==> config.mk <==
export PLATFORM = sky130hd
export DESIGN_NAME = gen_scheduler
export DESIGN_NICKNAME = d
export VERILOG_FILES = /design/src/rtl/gen_scheduler.sv
export SDC_FILE = /design/constraint.sdc
export NUM_CORES = 1
export LEC_CHECK = 0
export ABC_AREA = 1
export CAP_MARGIN = 20
export CORE_ASPECT_RATIO = 0.6
export CORE_MARGIN = 1.5
export CORE_UTILIZATION = 52
export CTS_CLUSTER_DIAMETER = 100
export DETAILED_ROUTE_END_ITERATION = 6
export PLACE_DENSITY = 0.76
export RECOVER_POWER = 50
export SKIP_LAST_GASP = 1
export SLEW_MARGIN = 20
export SYNTH_ARGS = -nofsm -noshare
export SYNTH_HDL_FRONTEND = slang
export SYNTH_SLANG_ARGS = --single-unit
==> constraint.sdc <==
create_clock -name clock_in -period 1.7 [get_ports clock_in]
set_input_delay 0.51 -clock clock_in [delete_from_list [all_inputs] [get_ports clock_in]]
set_output_delay 0.51 -clock clock_in [all_outputs]
set_load 0.1 [all_outputs]
==> src/rtl/gen_scheduler.sv <==
// rtl/gen_scheduler.sv - generation sequencer: tick divider, one-deep request queue, start/done handshake
module gen_scheduler #(
    parameter int BASE_DIV = 12_500_000,
    parameter int SPEED_W  = 3,
    parameter int GEN_W    = 16
) (
    input  logic               clock_in,
    input  logic               reset,
    input  logic               run,
    input  logic               step,
    input  logic [SPEED_W-1:0] speed,
    input  logic               clear_ovr,
    input  logic               gen_done,
    output logic               gen_start,
    output logic               busy,
    output logic [GEN_W-1:0]   gen_count,
    output logic               overrun
);

    localparam int CW = (BASE_DIV > 2) ? $clog2(BASE_DIV) : 1;

    localparam logic [0:0] S_IDLE = 1'b0;
    localparam logic [0:0] S_BUSY = 1'b1;

    logic [CW-1:0]      cnt;
    logic [CW-1:0]      period_m1;
    logic [SPEED_W-1:0] speed_q;
    logic               run_q;
    logic               pending;
    logic [0:0]         state;

    logic counting;
    logic speed_chg;
    logic at_end;
    logic tick;
    logic req;
    logic pend_live;
    logic ovr_evt;

    assign period_m1 = CW'((BASE_DIV >> speed) - 1);

    // Counting needs run seen high for a full cycle, so the first tick lands P cycles after run rises
    assign counting  = run & run_q;
    assign speed_chg = (speed != speed_q);
    assign at_end    = (cnt == period_m1);
    assign tick      = counting & ~speed_chg & at_end;
    assign req       = tick | step;
    assign pend_live = pending & ~(run_q & ~run);
    assign ovr_evt   = req & pend_live;

    always_ff @(posedge clock_in or negedge reset) begin
        if (!reset) begin
            cnt     <= '0;
            speed_q <= '0;
            run_q   <= 1'b0;
        end else begin
            speed_q <= speed;
            run_q   <= run;
            if (!counting || speed_chg || at_end)
                cnt <= '0;
            else
                cnt <= cnt + 1'b1;
        end
    end

    always_ff @(posedge clock_in or negedge reset) begin
        if (!reset) begin
            state     <= S_IDLE;
            gen_start <= 1'b0;
            busy      <= 1'b0;
            pending   <= 1'b0;
            gen_count <= '0;
        end else begin
            gen_start <= 1'b0;
            case (state)
                S_IDLE: begin
                    pending <= 1'b0;
                    if (pend_live || req) begin
                        gen_start <= 1'b1;
                        busy      <= 1'b1;
                        state     <= S_BUSY;
                    end
                end
                default: begin
                    // A request arriving with gen_done waits in pending and issues from IDLE
                    pending <= pend_live | req;
                    if (gen_done) begin
                        gen_count <= gen_count + 1'b1;
                        busy      <= 1'b0;
                        state     <= S_IDLE;
                    end
                end
            endcase
        end
    end

    always_ff @(posedge clock_in or negedge reset) begin
        if (!reset)
            overrun <= 1'b0;
        else if (ovr_evt)
            overrun <= 1'b1;
        else if (clear_ovr)
            overrun <= 1'b0;
    end

endmodule

==> metrics, run 1 <==
status finished, violations left; failing checks negative setup slack; Slew Limit Fails 0; antenna fix cells 0; Routed Antenna Nets 0; Crit path required time 1.94 ns; Power Internal 2.38 mW; final instance area 4500 um^2; worst-skew pair later-pin latency between 0.3 and 0.4 ns; Iter 0 DRT Violations about 500; R2R depth 9; min-delay src speed[0]; worst slack, placed -0.818 ns; Worst-Margin Slew 1.26 ns; Mapped Nets 386; Hold Path Sink speed_q[0]; CP Cell Sequence ha_2 -> nand2_2 -> nor2_4 -> nand3_4 -> nor3_4 -> nand3_2 -> nor3_1 -> a21oi_1 -> nor2_1; Chip Height 61.4 um; net switching power 1.82 mW; gr usage total 0.296; post-synthesis cell type count 31; clk sinks 49; final setup fails 30; Comb power frac 0.457; CTS tree built; global route total overflow 0; clock root cell clkbuf_8; Syn Area/Cell 7.87 um^2; Rel. slew slack 0.159; Routed WL slightly above 10000 um; Top delay family on crit path simple AND/OR/NAND/NOR gates; IO Pins 28; f_max between 0.5 and 0.6 GHz; Tcrit/Tclk final 1.13; Hold Violations, Final 0; nature of the critical path endpoint flop; Core Area 5520 um^2; Post-Synthesis Cells between 300 and 400; Clk pwr share 0.186; sequential-to-total area share from yosys stat 0.415; CP Class reg -> reg; Tmin final 1.92 ns; worst min path class in -> reg; Lkg Pwr between 2 and 2.5 nW; DP Wirelength 5680 um; drt pass-1 iters 6; Worst setup SP type flop; die extent in x around 100 um; DIE AREA slightly above 6000 um^2; CP max stage cell dfrtp_1; CTS max path bufs 2; Reg power frac 0.357; WP buf/inv 0; Max Cap Violations 0; CP max stage delay roughly 0.4 ns; H-tree Lvls 2; post-synthesis to final-layout area growth 52.3%; vias in the first global route 2610; share of cells above drive strength 1 0.429; Nets approximately 480; commonest non-fill, non-tap cell in the layout nand2_1; yosys warns 0; Power Density 935 nW/um^2; most frequent cells in the layout 97 x nand2_1, 52 x buf_4, 38 x dfrtp_1; CTS Buf Count 5; synthesized cell area between 2000 and 3000 um^2; GP Congestion 1.04; WP data arrival 2.17 ns; Buffers on Ports 27; antenna violations before repair 0; Initial Util 0.535; RSZ-0062 raised after global routing true; first-pass GRT wire length around 13000 um; flops & latches, synth 49; largest net degree at the start of global routing 50; final core utilization 0.815; reg-to-reg startpoint cnt[0]; row count 21; placed instance area 3830 um^2; reg2reg end cnt[18]; R2R Setup Slk -0.22 ns; hold path depth 2; PnR worst setup slack -0.223 ns; vias per cell 5.85; Worst VDD drop 0.907 mV; Clock Skew 0.00871 ns; Routed WL per cell 18.8 um; # hold bufs at CTS 0; CTS clk-pin slew, worst paths 0.09 ns; DRC Markers 0; worst-path fanout max 3; Vias roughly 3200; switch share 0.434
## power groups by stage
stage               registers, mW  logic [mW]  clock network, mW
global route                 1.51        1.99              0.824
CTS                          1.48        1.75              0.773
floorplan                    2.17       0.316                  0
finish                       1.50        1.92              0.783
global placement             1.52        1.59                  0
detailed placement           1.52        1.61                  0
## final cells by class
type	count	area (um^2)
clock inverter	2	16.3
clock buffer	6	82.6
tap	69	86.3
sequential	49	1250
inverter	41	176
timing repair buffer	96	1070
multi-input combinational	277	1810
fill	306	1020
## layer usage
metal  track usage  up-vias  wire length, um
met5             0        -                0
met4        0.0885        0              438
met3        0.0613       73             1210
met2         0.428      244             4410
met1         0.449     1484             4100
li1              -     1359                -
## registers in the layout, summed over array words and instances (netlist names)
name       count
pending        1
gen_start      1
busy           1
state          1
cnt           24
gen_count     16
speed_q        3
run_q          1
overrun        1
## logic make-up after synthesis
kind of cell / synth area share
adder cells (fa/ha/maj): 0.00848
AO/OA/AOI/OAI: 0.0191
XOR/XNOR: 0.0979
flip-flops: 0.415
AND/OR/NAND/NOR: 0.375
buffers and inverters: 0.0801
multiplexers: 0.00381
## synthesized netlist by cell type (all sizes together)
master / n / area (um^2)
a21oi: 4 / 20.0
a31oi: 3 / 18.8
buf: 8 / 82.6
clkinv: 1 / 3.75
dfrtp: 49 / 1230
ha: 2 / 25.0
inv: 40 / 150
mux2: 1 / 11.3
nand2: 122 / 485
nand3: 38 / 213
nand3b: 3 / 22.5
nand4: 1 / 6.26
nor2: 49 / 231
nor3: 14 / 116
nor3b: 1 / 7.51
nor4: 2 / 18.8
o211ai: 1 / 7.51
o21ai: 2 / 10.0
or2: 1 / 6.26
xnor2: 6 / 52.6
xor2: 27 / 236
## through the flow
step | setup TNS (ns) | hold slack [ns] | power, mW | instances
CTS | -2.08 | 0.186 | 4.01 | 533
global route | -4.21 | 0.442 | 4.33 | 540
global placement | -24.82 | 0.511 | 3.11 | 506
detailed placement | -26.97 | 0.516 | 3.14 | 506
finish | -3.23 | 0.438 | 4.20 | 540
floorplan | -2.16 | 0.214 | 2.48 | 375
## worst max-delay path by stage
stage / cells past startpoint / to / start / slack [ns]
global route: 9 / cnt[18] / cnt[0] / -0.29
floorplan: 8 / gen_count[15] / gen_count[1] / -0.25
finish: 9 / cnt[18] / cnt[0] / -0.22
detailed placement: 13 / cnt[15] / speed[0] / -0.82
global placement: 13 / busy / speed[0] / -0.75
CTS: 15 / cnt[15] / speed[2] / -0.11
## repair_timing
action,in CTS,in global routing
endpoints found under the setup margin,37,33
pin swaps,23,41
setup buffers,18,11
hold endpoints to repair,0,0
cloned,2,0
resized for setup,50,73
No activity file was read; power rests on OpenSTA's default activity.
==> inputs of run 2 (changes only) <==
--- a/config.mk
+++ b/config.mk
@@ -11,6 +11,7 @@
 export CORE_MARGIN = 1.5
 export CORE_UTILIZATION = 52
 export CTS_CLUSTER_DIAMETER = 100
+export CTS_CLUSTER_SIZE = 24
 export DETAILED_ROUTE_END_ITERATION = 6
 export PLACE_DENSITY = 0.76
 export RECOVER_POWER = 50
==> results of run 2 <==
No change in the layout: final DEF, timing and power equal those of run 1.
==> RTL edit: new RTL, settings of run 2 <==
Make the reset (`reset`) synchronous in 3 clocked blocks.
--- a/src/rtl/gen_scheduler.sv
+++ b/src/rtl/gen_scheduler.sv
@@ -48,7 +48,7 @@
     assign pend_live = pending & ~(run_q & ~run);
     assign ovr_evt   = req & pend_live;
 
-    always_ff @(posedge clock_in or negedge reset) begin
+    always_ff @(posedge clock_in) begin
         if (!reset) begin
             cnt     <= '0;
             speed_q <= '0;
@@ -63,7 +63,7 @@
         end
     end
 
-    always_ff @(posedge clock_in or negedge reset) begin
+    always_ff @(posedge clock_in) begin
         if (!reset) begin
             state     <= S_IDLE;
             gen_start <= 1'b0;
@@ -94,7 +94,7 @@
         end
     end
 
-    always_ff @(posedge clock_in or negedge reset) begin
+    always_ff @(posedge clock_in) begin
         if (!reset)
             overrun <= 1'b0;
         else if (ovr_evt)
Function: differs if reset is asserted again (counterexample within 4 cycles, from zero or initial values and one cycle with reset low); with reset held inactive, the same outputs for 10 cycles.
==> RTL edit against run 2 <==
- cell area is 6.4% higher
- critical endpoint is now cnt[23]$_SDFF_PP0_
- the run still ends with negative setup slack left
- routed wire length is 12% higher
- first-iteration DRC count is 26% lower
- worst setup slack worse by 0.067 ns
- sequential cell count stayed put
- synthesized area is 0.68% higher
Power is not compared: it rests on default switching activity, and its combinational part moved more than twofold at a synthesized area within 25%.
==> RTL edit: results (changes against run 2) <==
metric	value	unit	change
H-tree levels	2		unchanged
Worst Skew	0.01459	ns	was 0.008706 ns
vias in the first global route	3317		was 2610
Synth area leaders	dfxtp_1 33%, nand2_1 18%, inv_1 8.5%, nor2_1 7.8%, nand3_1 6.6%		was dfrtp_1 42%, nand2_1 14%, xor2_1 8.0%, nand3_1 5.9%, inv_1 4.7%
hold path depth	1		was 2
maximum fanout along the worst path	6		was 3
DR vias	3696		was 3160
Largest regs	cnt x24, gen_count x16, speed_q x3		unchanged
placed wire-length estimate	6.813	mm	was 5.681 mm
First-pass DRT Iterations	5		was 6
Placer Congestion	1.021		was 1.040
initial antenna violation count	0		unchanged
largest net degree at the start of global routing	17		was 50
worst vdd ir	0.0004220	V	
R2R cell count	10		was 9
DRT iter0 DRCs	367		was 495
worst r2r src	cnt[3]$_SDFF_PP0_		was cnt[0]$_DFF_PN0_
Synth cell types	35		was 31
Final WS setup	-0.2892	ns	was -0.2226 ns
WP data arrival	2.21	ns	was 2.17 ns
IO buf count	27		unchanged
leakage	2.008	nW	
worst hold start	cnt[0]$_SDFF_PP0_		was speed[0]
failing checks	negative setup slack		unchanged
Fill cells	305		was 306
outcome	finished with violations		unchanged
first-pass GRT wire length	16.40	mm	was 13.46 mm
Synth top cells by count	143 x nand2_1, 67 x inv_1, 62 x nor2_1, 49 x dfxtp_1, 39 x nand3_1		was 113 x nand2_1, 49 x dfrtp_1, 37 x inv_1, 35 x nand3_1, 30 x nor2_1
Setup WS pre-CTS	-0.8236	ns	was -0.8179 ns
# setup viols final	29		was 30
share of cells above drive strength 1	0.3735		was 0.4289
Global Route Usage Sum	0.3534		was 0.2958
Final nets	591		was 481
setup total negative slack	-7.263	ns	was -3.235 ns
ys async rst share	0		was 1.000
cell family with most CP delay	simple AND/OR/NAND/NOR gates		unchanged
WL final	11.33	mm	was 10.16 mm
clock transition at the registers of the reported paths	0.10	ns	
Post-Syn Nets	487		was 386
worst skew pair latency	0.33	ns	
sequential fraction of the synthesis area	0.3301		was 0.4154
number of synthesis warnings	0		unchanged
worst hold path type	register to register		was input port to register
Critical-path top delay cell	dfxtp_1		was dfrtp_1
max_slew headroom	0.6806		was 0.1591
Top FF cell, synth	dfxtp_1		was dfrtp_1
Worst path max stage delay	0.45	ns	was 0.41 ns
RTL edit: cell types whose count changed after synthesis, sizes merged, moves of 3 or more:
cell	change
dfrtp	-49
dfxtp	+49
inv	+29
nand2	+25
nor2	+18
xor2	-14
o21ai	+11
nand4	+10
a21oi	+9
nor3	+6
xnor2	-4
nand3	+3
RTL edit: final cells by class:
cell class | instances | area [sq um] | share of cell area
clock inverters | 2 | 13.76 | 0.002877
clock buffers | 6 | 82.58 | 0.01726
well taps | 80 | 100.1 | 0.02093
repair buffers | 107 | 1170 | 0.2446
flip-flops and latches | 49 | 1015 | 0.2121
multi-input cells | 347 | 2120 | 0.4431
inverters | 70 | 282.8 | 0.05912
RTL edit: stage by stage:
stage          instance area (sq um)  std cells
6_report                        4783        661
5_1_grt                         4783        661
4_1_cts                         4668        656
3_5_place_dp                    4016        626
3_3_place_gp                    4016        626
2_1_floorplan                   3113        476
RTL edit: kinds of logic after synthesis:
logic type                 after synthesis  synth area share
and+or+nand+nor                        298            0.4455
buffers and inverters                   80            0.1133
DFF                                     49            0.3301
AOI/OAI and AO/OA                       32           0.05852
xor gates and xnor gates                15           0.04421
adders and majority gates                2          0.008420
RTL edit: repair_timing:
item / CTS / global route
pin swaps: 29 / 29
hold buffers: 0 / 0
resized for setup: 81 / 52
buffers inserted: 18 / 7
endpoints found under the setup margin: 36 / 33
gates cloned: 5 / 1
RTL edit: final timing paths:
kind                                           end  slack [ns]
worst max-delay path            cnt[23]$_SDFF_PP0_       -0.29
worst max register to register  cnt[23]$_SDFF_PP0_       -0.29
worst min-delay path             cnt[0]$_SDFF_PP0_        0.49
worst min register to register   cnt[0]$_SDFF_PP0_        0.49
RTL edit: per-layer routing:
| metal | share of wire | track usage | vias up |
|---|---|---|---|
| met5 | 0 | 0 | - |
| met4 | 0.037 | 0.1670 | 0 |
| met3 | 0.13 | 0.09081 | 55 |
| met2 | 0.43 | 0.5290 | 263 |
| met1 | 0.40 | 0.4828 | 1669 |
| li1 | - | - | 1709 |
RTL edit: worst register-to-register path: cells and delay by family (launching register included):
| kind | cells | cell delay [ns] |
|---|---|---|
| buffers and inverters | 4 | 0.46 |
| AND/OR/NAND/NOR | 6 | 0.98 |
| flip-flops | 1 | 0.45 |
RTL edit: report_power, final:
group	total (mW)	internal (mW)	switching [mW]
Clock	0.769	0.331	0.438
Sequential	1.17	1.16	0.0162
Combinational	0.490	0.194	0.296
